[config.mk]
export PLATFORM = sky130hd
export DESIGN_NAME = bounce_seq_ctl_flat
export DESIGN_NICKNAME = d
export VERILOG_FILES = /design/src/rtl/bounce_seq_ctl_if.sv /design/src/rtl/bounce_seq_ctl.sv /design/src/flat_wrapper.sv
export SDC_FILE = /design/constraint.sdc
export NUM_CORES = 1
export LEC_CHECK = 0
export ABC_CLOCK_PERIOD_IN_PS = 3800
export CORE_ASPECT_RATIO = 0.6
export CORE_MARGIN = 3
export CORE_UTILIZATION = 35
export DETAILED_ROUTE_END_ITERATION = 8
export PLACE_DENSITY = 0.59
export SYNTH_ARGS = -nofsm -noshare
export SYNTH_HDL_FRONTEND = slang
export SYNTH_SLANG_ARGS = --single-unit
export TNS_END_PERCENT = 5
[constraint.sdc]
create_clock -name clk -period 3.8 [get_ports clk]
set_input_delay 0.95 -clock clk [delete_from_list [all_inputs] [get_ports clk]]
set_output_delay 0.95 -clock clk [all_outputs]
set_load 0.02 [all_outputs]
[src/rtl/bounce_seq_ctl_if.sv]
// Signal bundle between the bounce sequencer and the motion datapath / VGA timing.
// capture and step are single-cycle strobes with no back-pressure: the datapath must act in that cycle.
interface bounce_seq_ctl_if #(
    parameter int SPEED_W = 4
);
    logic               vblnk;
    logic               left;
    logic [11:0]        ypos;
    logic               capture;
    logic               step;
    logic               dir_down;
    logic [SPEED_W-1:0] speed;
    logic               settled;
    logic [3:0]         bounce_cnt;
    logic [2:0]         state_dbg;

    modport master (
        output vblnk, left, ypos,
        input  capture, step, dir_down, speed, settled, bounce_cnt, state_dbg
    );

    modport slave (
        input  vblnk, left, ypos,
        output capture, step, dir_down, speed, settled, bounce_cnt, state_dbg
    );
endinterface

[src/rtl/bounce_seq_ctl.sv]
// Bouncing-rectangle sequencer: captures a drop height on click, then issues
// per-frame step pulses with direction and speed, halving the apex on each impact.
module bounce_seq_ctl #(
    parameter int FLOOR        = 536,
    parameter int ACCEL_FRAMES = 4,
    parameter int MAX_SPEED    = 8,
    parameter int MIN_H        = 16,
    parameter int SPEED_W      = 4
) (
    input  logic             clk,
    input  logic             rst_n,
    bounce_seq_ctl_if.slave  bus
);
    localparam logic [11:0]        FLOOR_Y  = 12'(FLOOR);
    localparam logic [11:0]        MIN_HY   = 12'(MIN_H);
    localparam logic [SPEED_W-1:0] SPD_MAX  = SPEED_W'(MAX_SPEED);
    localparam logic [SPEED_W-1:0] SPD_ONE  = SPEED_W'(1);
    localparam int                 ACC_W    = (ACCEL_FRAMES > 1) ? $clog2(ACCEL_FRAMES) : 1;
    localparam logic [ACC_W-1:0]   ACC_LAST = ACC_W'(ACCEL_FRAMES - 1);
    localparam logic [ACC_W-1:0]   ACC_ONE  = ACC_W'(1);

    typedef enum logic [2:0] {
        S_IDLE    = 3'd0,
        S_CAPTURE = 3'd1,
        S_FALL    = 3'd2,
        S_RISE    = 3'd3,
        S_SETTLED = 3'd4
    } state_t;

    state_t             state;
    logic               left_s1, left_s2, left_s3, click_q;
    logic               vblnk_q;
    logic [11:0]        h, target;
    logic [ACC_W-1:0]   acc_cnt;
    logic [SPEED_W-1:0] speed_q;
    logic               dir_q, capture_q, settled_q;
    logic [3:0]         bounce_q;

    logic        tick, fall_hit, rise_hit, step_c, acc_wrap;
    logic [11:0] h_cap, h_half;

    always_comb begin
        tick     = bus.vblnk & ~vblnk_q;
        fall_hit = bus.ypos >= FLOOR_Y;
        rise_hit = bus.ypos <= target;
        step_c   = tick & (((state == S_FALL) & ~fall_hit) | ((state == S_RISE) & ~rise_hit));
        acc_wrap = acc_cnt == ACC_LAST;
        h_cap    = (bus.ypos < FLOOR_Y) ? (FLOOR_Y - bus.ypos) : 12'd0;
        h_half   = h >> 1;
    end

    // step is combinational so it lands in the tick cycle itself; dir_down follows it
    assign bus.step       = step_c;
    assign bus.dir_down   = step_c ? (state == S_FALL) : dir_q;
    assign bus.capture    = capture_q;
    assign bus.speed      = speed_q;
    assign bus.settled    = settled_q;
    assign bus.bounce_cnt = bounce_q;
    assign bus.state_dbg  = state;

    always_ff @(posedge clk or negedge rst_n) begin
        if (!rst_n) begin
            state     <= S_IDLE;
            left_s1   <= 1'b0;
            left_s2   <= 1'b0;
            left_s3   <= 1'b0;
            click_q   <= 1'b0;
            vblnk_q   <= 1'b0;
            h         <= 12'd0;
            target    <= 12'd0;
            acc_cnt   <= '0;
            speed_q   <= '0;
            dir_q     <= 1'b0;
            capture_q <= 1'b0;
            settled_q <= 1'b0;
            bounce_q  <= 4'd0;
        end else begin
            left_s1   <= bus.left;
            left_s2   <= left_s1;
            left_s3   <= left_s2;
            click_q   <= left_s2 & ~left_s3;
            vblnk_q   <= bus.vblnk;
            capture_q <= 1'b0;
            if (step_c) dir_q <= (state == S_FALL);

            case (state)
                S_IDLE, S_SETTLED: begin
                    if (click_q) begin
                        state     <= S_CAPTURE;
                        capture_q <= 1'b1;
                        settled_q <= 1'b0;
                        bounce_q  <= 4'd0;
                    end
                end
                S_CAPTURE: begin
                    h       <= h_cap;
                    acc_cnt <= '0;
                    if (h_cap < MIN_HY) begin
                        state     <= S_SETTLED;
                        settled_q <= 1'b1;
                        speed_q   <= '0;
                    end else begin
                        state   <= S_FALL;
                        speed_q <= SPD_ONE;
                    end
                end
                S_FALL: begin
                    if (tick && fall_hit) begin
                        if (bounce_q != 4'd15) bounce_q <= bounce_q + 4'd1;
                        h       <= h_half;
                        acc_cnt <= '0;
                        if (h_half < MIN_HY) begin
                            state     <= S_SETTLED;
                            settled_q <= 1'b1;
                            speed_q   <= '0;
                        end else begin
                            state  <= S_RISE;
                            target <= FLOOR_Y - h_half;
                        end
                    end else if (step_c) begin
                        if (acc_wrap) begin
                            acc_cnt <= '0;
                            if (speed_q < SPD_MAX) speed_q <= speed_q + SPD_ONE;
                        end else begin
                            acc_cnt <= acc_cnt + ACC_ONE;
                        end
                    end
                end
                S_RISE: begin
                    if (tick && rise_hit) begin
                        state   <= S_FALL;
                        speed_q <= SPD_ONE;
                        acc_cnt <= '0;
                    end else if (step_c) begin
                        if (acc_wrap) begin
                            acc_cnt <= '0;
                            if (speed_q > SPD_ONE) speed_q <= speed_q - SPD_ONE;
                        end else begin
                            acc_cnt <= acc_cnt + ACC_ONE;
                        end
                    end
                end
                default: state <= S_IDLE;
            endcase
        end
    end
endmodule

[src/flat_wrapper.sv]
// flat-port wrapper written by rule: the top's interface ports become plain ports
module bounce_seq_ctl_flat 
#(
    parameter int FLOOR        = 536,
    parameter int ACCEL_FRAMES = 4,
    parameter int MAX_SPEED    = 8,
    parameter int MIN_H        = 16,
    parameter int SPEED_W      = 4
)
  (clk, rst_n, bus_vblnk, bus_left, bus_ypos, bus_capture, bus_step, bus_dir_down, bus_speed, bus_settled, bus_bounce_cnt, bus_state_dbg);
  bounce_seq_ctl_if #(.SPEED_W(SPEED_W)) bus_i ();
  input  logic clk;
  input  logic rst_n;
  input wire logic [$bits(bus_i.vblnk)-1:0] bus_vblnk;
  input wire logic [$bits(bus_i.left)-1:0] bus_left;
  input wire logic [$bits(bus_i.ypos)-1:0] bus_ypos;
  output wire logic [$bits(bus_i.capture)-1:0] bus_capture;
  output wire logic [$bits(bus_i.step)-1:0] bus_step;
  output wire logic [$bits(bus_i.dir_down)-1:0] bus_dir_down;
  output wire logic [$bits(bus_i.speed)-1:0] bus_speed;
  output wire logic [$bits(bus_i.settled)-1:0] bus_settled;
  output wire logic [$bits(bus_i.bounce_cnt)-1:0] bus_bounce_cnt;
  output wire logic [$bits(bus_i.state_dbg)-1:0] bus_state_dbg;
  assign bus_i.vblnk = bus_vblnk;
  assign bus_i.left = bus_left;
  assign bus_i.ypos = bus_ypos;
  assign bus_capture = bus_i.capture;
  assign bus_step = bus_i.step;
  assign bus_dir_down = bus_i.dir_down;
  assign bus_speed = bus_i.speed;
  assign bus_settled = bus_i.settled;
  assign bus_bounce_cnt = bus_i.bounce_cnt;
  assign bus_state_dbg = bus_i.state_dbg;
  bounce_seq_ctl #(.FLOOR(FLOOR), .ACCEL_FRAMES(ACCEL_FRAMES), .MAX_SPEED(MAX_SPEED), .MIN_H(MIN_H), .SPEED_W(SPEED_W)) u_core (.clk(clk), .rst_n(rst_n), .bus(bus_i));
endmodule
Yosys cells after proc, flatten, opt, wreduce, memory -nomap -nowiden
Index checks and enable logic that the tools add are counted.

cells by class
  bitwise logic cells = 11
  order comparisons = 7
  add/sub/neg operators = 6
  muxes and demuxes = 37
  reductions and logical operators = 14
  equality and inequality tests = 19

operators with widths
  cell                                                                 number
  two-way mux 4 bit                                                    12
  two-way mux 12 bit                                                   2
  case mux 12 bit (2 select lines)                                     1
  two-way mux 3 bit                                                    5
  inequality test 3 bit, second input constant                         5
  greater-or-equal comparator 12 x 10 -> 1 bit, second input constant  1
  less-or-equal comparator 12 bit                                      1
  less-than comparator 12 x 10 -> 1 bit, second input constant         1
  less-than comparator 12 x 5 -> 1 bit, second input constant          1
  case mux 3 bit (4 select lines)                                      1
  case mux 4 bit (3 select lines)                                      1
  subtractor 10 x 11 -> 12 bit, first input constant                   1
  subtractor 10 x 12 -> 12 bit, first input constant                   1
  less-than comparator 11 x 5 -> 1 bit, second input constant          1
  adder 4 x 1 -> 4 bit, second input constant                          2
  two-way mux 1 bit                                                    8
  two-way mux 2 bit                                                    4
  inequality test 2 bit, second input constant                         4
  case mux 4 bit (2 select lines)                                      1
  AND reduction 8 bit                                                  1
  equality test 3 x 2 -> 1 bit, second input constant                  2
  inequality test 3 x 2 -> 1 bit, second input constant                2
  case mux 2 bit (3 select lines)                                      1
  AND reduction 3 bit                                                  2
  other kinds (21)                                                     33

word-level totals
  input bits = 16
  register bits = 45

Logic depth before layout (Yosys ltp)
Gate-level depths: netlist (run 1).

  depth after elaboration = 8
  mapped depth = 9

Worst setup path after synthesis (run 1)
Ideal clock, no wire load.

  path type = input to output
  start point = input bus_ypos[9]
  end point = output bus_dir_down
  required time = 2.850 ns
  path slack = 0.594 ns
  path buffers = 0
  data arrival time = 2.256 ns
  stages = 7
  cell sequence = ha_1 > a211oi_2 > o22ai_1 > a211o_1 > nand2_1 > o21ai_0 > o21ai_0

between the ends
  longest elaborated chain between the ends = 6
  elaborated cells on any way between the ends = 9

ends and longest elaborated chain
  element                                                                                                 RTL line                                    RTL
  start, declared                                                                                         flat_wrapper.sv:16                          input wire logic [$bits(bus_i.ypos)-1:0] bus_ypos;
  greater-or-equal comparator 12 x 10 -> 1 bit / less-or-equal comparator 12 bit (equally long branches)  bounce_seq_ctl.sv:44, bounce_seq_ctl.sv:45
  inverter 1 bit                                                                                          bounce_seq_ctl.sv:46                        step_c = tick & (((state == S_FALL) & ~fall_hit) | ((state == S_RISE) & ~rise_hit));
  bitwise AND 1 bit                                                                                       bounce_seq_ctl.sv:46
  bitwise OR 1 bit *                                                                                      bounce_seq_ctl.sv:46
  bitwise AND 1 bit *                                                                                     bounce_seq_ctl.sv:46
  two-way mux 1 bit *                                                                                     n/a
  end, declared                                                                                           flat_wrapper.sv:19                          output wire logic [$bits(bus_i.dir_down)-1:0] bus_dir_down;

Every way passes the cells marked *; elsewhere a longest branch is shown, timed or not.

Worst setup path after layout (run 1)
  start point = input bus_ypos[11]
  end point = output bus_dir_down

The elaborated chain is that of the path after synthesis.

==> results of run 1 <==
==> metrics by stage <==
stage	total power, W	instances	hold WS (ns)
after floorplan	0.00141	322	0.331
after global placement	0.00174	475	0.332
after detailed placement	0.00175	475	0.336
after CTS	0.00228	483	0.352
after global routing	0.00246	484	0.371
final	0.00228	484	0.350
==> synth_stat cells (6+ instances only) <==
library cell | number | area, um2
xnor2_1 | 8 | 70.1
a21oi_1 | 17 | 85.1
nor3_1 | 13 | 65.1
nor2_1 | 25 | 93.8
o21ai_0 | 27 | 135
ha_1 | 19 | 238
xor2_1 | 9 | 78.8
buf_2 | 6 | 30.0
inv_1 | 22 | 82.6
nand2_1 | 35 | 131
dfrtp_1 | 44 | 1100
==> worst max-delay path, stage by stage <==
cell             delay (ns)
clkdlybuf4s50_1        0.45
ha_2                   0.36
nand4_2                0.13
nor3_2                 0.21
a211o_1                0.16
nand2_1                0.08
o21ai_1                0.17
o21ai_2                0.09
buf_4                  0.16
==> per-layer routing <==
metal,part of all wire [%],track usage (%)
met3,6.9,4.13
met1,56,29.6
met4,1.1,3.98
met5,0,0
met2,36,21.0
==> final timing paths <==
path	start	endpoint	depth (start not counted)
min	u_core.left_s1	u_core.left_s2	0
max in group asynchronous	rst_n	u_core.bus.bounce_cnt[1]	2
min in group asynchronous	rst_n	u_core.target[9]	1
max	bus_ypos[11]	bus_dir_down	9
max reg2reg	u_core.target[9]	u_core.bus.speed[2]	10
min reg2reg	u_core.left_s1	u_core.left_s2	0
==> sequential cells by signal, indices dropped and copies added, names as in the netlist <==
name and count:
u_core.h 11, u_core.bus.speed 4, u_core.click_q 1, u_core.dir_q 1, u_core.bus.capture 1, u_core.left_s2 1, u_core.target 12, u_core.left_s1 1
u_core.bus.bounce_cnt 4, u_core.bus.settled 1, u_core.left_s3 1, u_core.vblnk_q 1, u_core.bus.state_dbg 3, u_core.acc_cnt 2
==> area by class of cell <==
class                           instances  area [um2]  area share, %
Inverter                               22        82.6           2.23
Clock buffer                            5         125           3.38
Timing Repair Buffer                   58         503           13.6
Sequential cell                        44        1100           29.8
Multi-Input combinational cell        244        1700           46.1
Clock inverter                          3        46.3           1.25
Tap cell                              108         135           3.65
==> power groups by stage <==
stage                     Combinational [W]  Sequential (W)  Clock [W]
after detailed placement            0.00101        0.000748          0
after global placement             0.000994        0.000745          0
after global routing                0.00116        0.000769   0.000534
final                               0.00103        0.000746   0.000506
after CTS                           0.00102        0.000741   0.000519
after floorplan                    0.000668        0.000742          0
==> kinds of logic (layout without fill, tap and decap cells) <==
logic type | Yosys count | after routing | synth area share (%)
DFF | 44 | 44 | 37.8
and+or+nand+nor | 110 | 110 | 19.3
buffers and inverters | 34 | 88 | 4.90
adders and majority gates | 19 | 19 | 8.17
muxes | 6 | 6 | 2.19
xor gates and xnor gates | 17 | 17 | 5.11
AOI/OAI and AO/OA | 92 | 92 | 22.5
==> timing repair <==
| action | in CTS | in global routing |
|---|---|---|
| pin swaps | 1 | 2 |
| resized for setup | 9 | 10 |
| endpoints found under the setup margin | 2 | 2 |
| buffers inserted | 0 | 1 |
==> results.md, run 1 <==
* Standard-cell row count at 25
* Fill cells at 777
* Critical Path Source Type: primary input
* Int Pwr at 0.00134 W
* Pin count of the biggest net entering global routing at 28
* Final wirelength at 7920 um
* Max-slew violations at 0
* Initial antenna violation count at 0
* Core ar. at 0.00798 mm2
* Maximum clock frequency at 270 MHz
* Min-delay worst type: flip-flop to flip-flop
* CTS clk-pin slew, worst paths at 0.06 ns
* Final Wtd Congestion at 0.865
* Initial Util at 36.5%
* Slew @ Worst Pin at 1.13 ns
* Ys async rst share at 100%
* Total grt overflow at 0
* First-pass GRT wire length at 13000 um
* Pre-CTS WS at -0.452 ns
* I/O pin count at 31
* Worst EP arrival at 2.76 ns
* Total CTS buffers at 5
* Post-synth EDFFs at 0
* Seq pwr share at 32.6%
* MaxCap Viol Count at 0
* Clock sinks at 44
* Synth Cell Area at 0.00291 mm2
* Run status: completed
* Vias per cell at 5.28
* Post-layout nets at 410
* Post-synthesis cell count at 322
* YS warnings at 0
* Leakage at 1.60 nW
* Die X at 124 um
* FF-to-FF setup slack at 1.39 ns
* Peak supply drop at 0.000223 V
* Pre-Repair DR Iteration Count at 5
* Relative slew slack at 24.2%
* Routed len/inst at 16.4 um
* Sequential fraction of the synthesis area at 37.8%
* Final instance area at 0.00370 mm2
* Setup Skew at 0.00696 ns
* Root Driver: clkbuf_16
* Syn_area_per_cell at 9.04 um2
* Die Y-Extent at 76.7 um
* Via Count at 2555
* FF+latch count, synth at 44
* Number of diodes at 0
* Post-synth top flop: dfrtp_1
* Port Buffers at 30
* Area after DPL at 0.00348 mm2
* Vias in the first global route at 2503
* Most frequent cells in the layout: dfrtp_1, nand2_1, buf_4
* Synth-to-Final Area Change at 27.0%
* CTS HTree Levels at 2
* CP endpoint kind: primary output
* Distinct cells, synth at 60
* Post-route setup slack at 0.0914 ns
* Antenna Violating Nets Remaining at 0
* Commonest non-fill, non-tap cell in the layout: dfrtp_1
* CTS tree: done
* Hpwl dp at 5890 um
* Switching share of power at 41.3%
* Final setup fails at 0
* CP max FO at 4
* DRC viols at 0
* Sw power at 0.000943 W
* PD cells at 618 mW/mm2
* Clock Power Share at 22.1%
* Hold_buf cts at 0
* Hold Fails Final Rpt at 0
* Net Count, Synth at 357
* Clock buffer depth at 2
* Util after Layout at 46.4%
* Min cycle time layout at 3.71 ns
* Setup TNS at 0 ns
* CP Class: primary input to primary output
* Die area at 0.00949 mm2
* DRT iter0 DRCs at 196
* Combinational power share at 45.2%
* Req. time, crit path at 2.85 ns
* Layout cells sized above 1 at 18.1%
* Period utilisation layout at 97.6%
* Gr usage total at 17.4%
* Clk Latency, worst-skew pair at 0.29 ns
Note: power is estimated with default switching activity, not from simulation.
==> run 2: changes to the inputs <==
--- a/config.mk
+++ b/config.mk
@@ -8,9 +8,10 @@
 export ABC_CLOCK_PERIOD_IN_PS = 3800
 export CORE_ASPECT_RATIO = 0.6
 export CORE_MARGIN = 3
-export CORE_UTILIZATION = 35
+export CORE_UTILIZATION = 49
 export DETAILED_ROUTE_END_ITERATION = 8
-export PLACE_DENSITY = 0.59
+export PLACE_DENSITY = 0.76
+export RECOVER_POWER = 25
 export SYNTH_ARGS = -nofsm -noshare
 export SYNTH_HDL_FRONTEND = slang
 export SYNTH_SLANG_ARGS = --single-unit
==> results.md, run 2 (synthesis results as in run 1) <==
* Run status: complete, but fails checks
* Failing checks: capacitance limit, slew limit
* Seq pwr share at 35.6%
* Hpwl dp at 5490 um
* Final setup fails at 0
* Peak supply drop at 0.000231 V
* Final instance area at 0.00360 mm2
* Maximum clock frequency at 269 MHz
* Pin count of the biggest net entering global routing at 45
* Pre-Repair DR Iteration Count at 8
* Final Wtd Congestion at 0.912
* Switching share of power at 43.1%
* Largest register FFs at 12
* Worst EP arrival at 2.77 ns
* MaxCap Viol Count at 1
* Via Count at 2639
* Vias in the first global route at 2492
* Tot Pwr at 0.00215 W
* Leakage at 1.56 nW
* Register name with the most flops: u_core.target
* CP max FO at 4
* Combinational power share at 46.8%
* Antenna Violating Nets Remaining at 0
* Util after Layout at 63.7%
* CTS HTree Levels at 2
* Die area at 0.00693 mm2
* Gr usage total at 23.1%
* Root Driver: clkbuf_8
* Final wirelength at 7470 um
* DRC viols at 0
* Max-slew violations at 45
* I/O pin count at 31
* Clock Power Share at 17.6%
* Min-delay worst type: flip-flop to flip-flop
* Total grt overflow at 0
* CP most frequent cell: o21ai_1
* Total CTS buffers at 5
* Ordered cell list for the critical path: clkdlybuf4s50_1, ha_4, nand4_2, or3_4, nand2_1, o21ai_1, o21ai_1, buf_4
* Post-layout nets at 405
* Standard-cell row count at 21
* Largest registers: u_core.target x12, u_core.h x11
* Sw power at 0.000928 W
* First-pass GRT wire length at 12500 um
* Int Pwr at 0.00122 W
* Initial antenna violation count at 0
* FF/Latch Area at 0.00110 mm2
* RSZ-0062 raised after global routing: yes
* Post-CTS setup buffer count at 0
* Routed len/inst at 16.6 um
* Clk Latency, worst-skew pair at 0.31 ns
* Die Y-Extent at 65.7 um
* Commonest non-fill, non-tap cell in the layout: dfrtp_1
* Multi-input combinational cell area at 0.00173 mm2
* WP buf/inv at 2
* Initial Util at 51.5%
* Synth-to-Final Area Change at 23.5%
* Port Buffers at 30
* Core ar. at 0.00565 mm2
* Crit path largest cell delay at 0.46 ns
* CP endpoint kind: primary output
* Setup Skew at 0.0124 ns
* Slew @ Worst Pin at 2.35 ns
* Number of diodes at 0
* Relative slew slack at -56.8%
* Clock sinks at 44
* CTS clk-pin slew, worst paths at 0.09 ns
* CP top delay family: simple AND/OR/NAND/NOR gates
* Min cycle time layout at 3.72 ns
* Vias per cell at 5.85
* DRT iter0 DRCs at 244
* Period utilisation layout at 97.8%
* Req. time, crit path at 2.85 ns
* Tightest hold margin at 0.356 ns
* Most frequent cells in the layout: dfrtp_1, nand2_1, o21ai_0
* Clock buffer depth at 2
* Hold Fails Final Rpt at 0
* Area after DPL at 0.00342 mm2
* CP Class: primary input to primary output
* CTS tree: done
* CP max stage cell: clkdlybuf4s50_1
* Layout cells sized above 1 at 17.3%
* Critical Path Source Type: primary input
* Die X at 106 um
* PD cells at 599 mW/mm2
* Fill cells at 465
==> run 2: timing repair <==
item	4_1_cts	5_1_grt
hold buffers	0	0
setup endpoints to repair	2	2
cloned	0	0
gates resized for setup	10	12
pin swaps	1	2
==> run 2: per-layer routing <==
metal | track usage, % | vias up | part of all wire (%)
met5 | 0 | - | 0
li1 | - | 1248 | -
met1 | 35.0 | 1263 | 48
met4 | 6.14 | 0 | 0.99
met2 | 32.5 | 119 | 42
met3 | 5.79 | 9 | 9.3
==> run 2: power groups by stage <==
stage | Combinational (W) | Clock, W | Sequential (W)
floorplan | 0.000668 | 0 | 0.000742
global placement | 0.000947 | 0 | 0.000763
detailed placement | 0.000977 | 0 | 0.000770
CTS | 0.000991 | 0.000383 | 0.000762
global route | 0.00113 | 0.000404 | 0.000792
finish | 0.00101 | 0.000378 | 0.000767
==> run 2: worst paths after layout <==
path                             startpoint             endpoint  slack (ns)  cells after the start
max                             bus_ypos[9]         bus_dir_down        0.08                      8
min                          u_core.left_s1       u_core.left_s2        0.36                      0
max reg2reg                u_core.target[9]  u_core.bus.speed[2]        1.40                     10
min reg2reg                  u_core.left_s1       u_core.left_s2        0.36                      0
max in group asynchronous             rst_n     u_core.target[1]        1.12                      1
min in group asynchronous             rst_n       u_core.vblnk_q        1.34                      1
==> run 2: area by class of cell <==
cell class              count  area share, %
multi-input cells         244           48.1
clock inverters             3           1.29
inverters                  22           2.30
repair buffers             53           13.0
well taps                  80           2.78
clock buffers               5           1.91
flip-flops and latches     44           30.6
==> run 2: per-stage QoR <==
stage | setup WS [ns] | TNS, ns | instances
floorplan | 0.594 | 0 | 322
global placement | -0.390 | -0.676 | 443
detailed placement | -0.432 | -0.739 | 443
CTS | 0.00547 | 0 | 451
global route | -0.0105 | -0.0105 | 451
finish | 0.0849 | 0 | 451
